$ cat src/rtl/arbitro_pkg.sv
// Shared constants for the class scheduler, the destination demux and the FIFOs.
// Holds the FSM state encoding and a helper that maps a class to its owner state.
package arbitro_pkg;

  localparam int unsigned DATA_W_DEF   = 8;
  localparam int unsigned DEST_BIT_DEF = 4;

  localparam logic [1:0] IDLE = 2'd0;
  localparam logic [1:0] OWN0 = 2'd1;
  localparam logic [1:0] OWN1 = 2'd2;

  function automatic logic [1:0] own_state(input logic cls);
    return cls ? OWN1 : OWN0;
  endfunction

endpackage

$ cat src/rtl/arbitro_clases_dest_elig_clase.sv
// Eligibility of one class FIFO: it must be non-empty, and the destination
// FIFO targeted by its head word must not be almost-full.
module elig_clase (
  input  logic empty,
  input  logic dest,
  input  logic dest0_afull,
  input  logic dest1_afull,
  output logic elig_c
);

  assign elig_c = !empty && !(dest ? dest1_afull : dest0_afull);

endmodule

$ cat src/rtl/arbitro_clases_dest.sv
// Weighted round-robin scheduler between two class FIFOs feeding one destination
// demux. Mealy pop outputs, registered word/destination/class outputs.
module arbitro_clases_dest
  import arbitro_pkg::*;
#(
  parameter int unsigned DATA_W   = DATA_W_DEF,
  parameter int unsigned DEST_BIT = DEST_BIT_DEF,
  parameter int unsigned W0       = 2,
  parameter int unsigned W1       = 1,
  parameter int unsigned CNT_W    = 3
) (
  input  logic              clk,
  input  logic              reset,
  input  logic              fifo0_empty,
  input  logic [DATA_W-1:0] fifo0_data,
  input  logic              fifo1_empty,
  input  logic [DATA_W-1:0] fifo1_data,
  input  logic              dest0_afull,
  input  logic              dest1_afull,
  output logic              pop0,
  output logic              pop1,
  output logic              valid_out,
  output logic [DATA_W-1:0] data_out,
  output logic              dest_out,
  output logic              class_out
);

  localparam logic [CNT_W-1:0] W0_C  = CNT_W'(W0);
  localparam logic [CNT_W-1:0] W1_C  = CNT_W'(W1);
  localparam logic [CNT_W-1:0] ONE_C = CNT_W'(1);

  logic [1:0]        state;
  logic [1:0]        next_state;
  logic [CNT_W-1:0]  cnt;
  logic [CNT_W-1:0]  next_cnt;
  logic              elig0;
  logic              elig1;
  logic [DATA_W-1:0] sel_data;

  elig_clase u_elig0 (
    .empty       (fifo0_empty),
    .dest        (fifo0_data[DEST_BIT]),
    .dest0_afull (dest0_afull),
    .dest1_afull (dest1_afull),
    .elig_c      (elig0)
  );

  elig_clase u_elig1 (
    .empty       (fifo1_empty),
    .dest        (fifo1_data[DEST_BIT]),
    .dest0_afull (dest0_afull),
    .dest1_afull (dest1_afull),
    .elig_c      (elig1)
  );

  // Grant decision: owner keeps the grant until its weight is used up, unless the
  // other class is not eligible; a blocked owner hands over immediately.
  always_comb begin
    next_state = state;
    next_cnt   = cnt;
    pop0       = 1'b0;
    pop1       = 1'b0;
    if (!reset) begin
      case (state)
        IDLE: begin
          if (elig0) begin
            pop0       = 1'b1;
            next_state = own_state(1'b0);
            next_cnt   = ONE_C;
          end else if (elig1) begin
            pop1       = 1'b1;
            next_state = own_state(1'b1);
            next_cnt   = ONE_C;
          end
        end
        OWN0: begin
          if (elig0 && ((cnt < W0_C) || !elig1)) begin
            pop0     = 1'b1;
            next_cnt = (cnt < W0_C) ? cnt + ONE_C : W0_C;
          end else if (elig1) begin
            pop1       = 1'b1;
            next_state = OWN1;
            next_cnt   = ONE_C;
          end else begin
            next_state = IDLE;
            next_cnt   = '0;
          end
        end
        OWN1: begin
          if (elig1 && ((cnt < W1_C) || !elig0)) begin
            pop1     = 1'b1;
            next_cnt = (cnt < W1_C) ? cnt + ONE_C : W1_C;
          end else if (elig0) begin
            pop0       = 1'b1;
            next_state = OWN0;
            next_cnt   = ONE_C;
          end else begin
            next_state = IDLE;
            next_cnt   = '0;
          end
        end
        default: begin
          next_state = IDLE;
          next_cnt   = '0;
        end
      endcase
    end
  end

  assign sel_data = pop1 ? fifo1_data : fifo0_data;

  // State, counter and output stage; outputs hold their last word when idle.
  always_ff @(posedge clk) begin
    if (reset) begin
      state     <= IDLE;
      cnt       <= '0;
      valid_out <= 1'b0;
      data_out  <= '0;
      dest_out  <= 1'b0;
      class_out <= 1'b0;
    end else begin
      state     <= next_state;
      cnt       <= next_cnt;
      valid_out <= pop0 | pop1;
      if (pop0 | pop1) begin
        data_out  <= sel_data;
        dest_out  <= sel_data[DEST_BIT];
        class_out <= pop1;
      end
    end
  end

endmodule

$ cat config.mk
export PLATFORM = sky130hd
export DESIGN_NAME = arbitro_clases_dest
export DESIGN_NICKNAME = d
export VERILOG_FILES = /design/src/rtl/arbitro_pkg.sv /design/src/rtl/arbitro_clases_dest_elig_clase.sv /design/src/rtl/arbitro_clases_dest.sv
export SDC_FILE = /design/constraint.sdc
export NUM_CORES = 1
export LEC_CHECK = 0
export CORE_MARGIN = 8
export CORE_UTILIZATION = 40
export CTS_CLUSTER_SIZE = 25
export DETAILED_ROUTE_END_ITERATION = 8
export MAX_ROUTING_LAYER = met4
export PLACE_DENSITY = 0.76
export SYNTH_ARGS = -nofsm -noshare
export SYNTH_HDL_FRONTEND = slang
export SYNTH_SLANG_ARGS = --single-unit
export TNS_END_PERCENT = 100
$ cat constraint.sdc
create_clock -name clk -period 1.9 [get_ports clk]
set_input_delay 0.19 -clock clk [delete_from_list [all_inputs] [get_ports clk]]
set_output_delay 0.19 -clock clk [all_outputs]
set_load 0.01 [all_outputs]
==> qor.csv <==
metric,value,unit
postCtsSetupBuffers,0,
cpPeakStageDelay,0.56,ns
dp_slack,-0.255,ns
regArea,302,µm²
dieArea,3600,µm²
holdWs,0.468,ns
cts_tree,built,
ys_dominant_reg_cell,dfxtp_1,
cts-root-buf,clkbuf_4,
route.detailed.drc,0,
hold_start,class_out,
synth_compound_area_frac,0.255,
hold_end,class_out,
ys_warn_count,0,
r2r_start,cnt[1],
muxShareOfSynthArea,0.0275,
clock_skew,0.00176,ns
cp_cell_sequence,or4b_4 > nor3_2 > a211o_2 > clkinv_2 > buf_6,
p_comb_frac,0.288,
synthSimpleGateAreaFrac,0.226,
power.leakage,0.511,nW
initial_utilization,0.407,
rr_endpoint,data_out[4],
rrSetupSlack,0.08,ns
insertion_delay,0.28,ns
r2r_cells,7,
fin_tns_setup,0,ns
via_count,901,
switchingPower,0.000212,W
area_growth,62.5,%
rsz0062_at_grt,yes,
synth_top_family_by_area,compound AO/OA/AOI/OAI gates,
n_fill_cell,162,
drt_wl_total,2.33,mm
period_share,0.997,
netlist_instances,98,
startpoint,cnt[1],
crit_arrival,1.70,ns
synthXorXnorAreaFrac,0,
tightest_slew,0.297,ns
antennaDiodeCount,0,
io_pins,35,
cts_buffer_depth,2,
drtPass1Iterations,4,
power_density,598,nW/µm²
gp_congestion,0.875,
cts_buffers,3,
grt_pass1_wl,3.91,mm
cts_num_sinks,15,
antenna_found_initial,0,
gr-total-overflow,0,
critPathLaunchType,flip-flop,
synth_edf_count,0,
grt_max_degree,20,
max_cap_violations,0,
crit_type,flip-flop to output port,
swShare,0.282,
fin_cells,171,
endpoint_kind,output port,
grtUsageTotal,0.145,
syn-num-nets,121,
pwr-share-clk,0.250,
path_max_fanout,3,
ant_nets,0,
ys_seq_area_frac,0.388,
wl_per_cell,13.6,µm
layout_setup_ws,0.00564,ns
die_width,60,µm
holdPathStages,2,
drt_iter0_markers,40,
max_freq,528,MHz
clk_pin_slew,0.10,ns
crit_slowest_cell,or4b_4,
hold_class,flip-flop to flip-flop,
fin_util,0.662,
synthArstFlopShare,0,
ys_types,31,
slew_violations,0,
multi_input_area,419,µm²
syn-cell-area,774,µm²
seq_power_share,0.462,
finalSetupViolCount,0,
internal-power,0.000540,W
rows,16,
synth_fa_ha_area_frac,0.0162,
core_area,1900,µm²
synth-seq-cells,15,
die_h,60,µm
postCtsHoldBufs,0,
port_buffers,34,
htree_levels,1,
grt_pass1_vias,857,
drive_gt1_frac,0.194,
place_inst,167,
avgSynthCellArea,7.90,µm²
worstPathRequired,1.71,ns
hold_viol,0,
dp_hpwl,1.81,mm
nets,168,
slew_headroom,0.801,
finalCriticalPeriod,1.89,ns
via_per_inst,5.27,
vdd_drop_max,0.393,mV
status,"complete, no violations",
-- layer usage --
metal / wire length [µm] / up-vias / GRT usage / share of wire
met5: 0 / - / - / 0
li1: - / 445 / - / -
met1: 1050 / 406 / 0.179 / 0.45
met2: 1020 / 46 / 0.202 / 0.44
met4: 23 / 0 / 0.0510 / 0.0099
met3: 246 / 4 / 0.0645 / 0.11
-- cells in the mapped netlist, types with 2 or more instances --
cell type	count	area, µm²
nand4_1	3	18.8
a211oi_1	2	15.0
inv_1	7	26.3
nand2_1	12	45.0
a31oi_1	2	12.5
a2bb2oi_1	4	35.0
a311oi_1	4	35.0
dfxtp_1	15	300
a21oi_1	8	40.0
nand3_1	5	25.0
buf_2	2	10.0
nor2_1	12	45.0
o21ai_0	4	20.0
-- timing repair --
item	CTS	global route
resized for setup	11	3
endpoints found under the setup margin	2	8
pin swaps	4	3
-- cell families after synthesis --
kind of cell / Yosys count
DFF: 15
muxes: 2
adders and majority gates: 1
and+or+nand+nor: 37
buffers and inverters: 14
AOI/OAI and AO/OA: 29
-- critical path, delay by kind of cell (launching register included) --
family                 cells  cell delay, ns
AND/OR/NAND/NOR            2            0.76
AO/OA/AOI/OAI              1            0.15
buffers and inverters      2            0.18
flip-flops                 1            0.32
-- power groups by stage --
stage               combinational (W)  sequential (W)  clock [W]
detailed placement           0.000211        0.000354          0
global placement             0.000208        0.000354          0
global route                 0.000235        0.000350   0.000214
CTS                          0.000213        0.000348   0.000192
finish                       0.000217        0.000348   0.000188
floorplan                   0.0000795        0.000364          0
-- flip-flops by register name (all words and copies together) (netlist names) --
name,flops
class_out,1
cnt,3
data_out,8
state,2
valid_out,1
-- metrics by stage --
stage,total power [W],area [µm²]
2_1_floorplan,0.000443,774
3_3_place_gp,0.000562,1220
3_5_place_dp,0.000566,1220
4_1_cts,0.000753,1240
5_1_grt,0.000800,1260
6_report,0.000752,1260
-- how the worst max path moves through the flow --
stage | to | depth (start not counted)
global route | pop1 | 5
CTS | pop0 | 5
finish | pop0 | 5
floorplan | data_out[2] | 6
global placement | pop0 | 6
detailed placement | pop0 | 6
-- cell type report --
class                           count  area share
Clock buffer                        3      0.0179
Clock inverter                      1     0.00398
Inverter                            8      0.0249
Multi-Input combinational cell     69       0.333
Sequential cell                    15       0.240
Tap cell                           27      0.0268
Timing Repair Buffer               48       0.354
-- cells in the final DEF (no fill, tap or decap), drive strengths merged, types with 4 or more instances in the layout --
| cell type | instances |
|---|---|
| dfxtp | 15 |
| clkdlybuf4s50 | 32 |
| buf | 16 |
| nand2 | 12 |
| nand3 | 5 |
| nor2 | 12 |
| a21oi | 8 |
| o21ai | 5 |
| inv | 7 |
| a2bb2oi | 4 |
| a311oi | 4 |
Power figures use the tool's default switching activity.
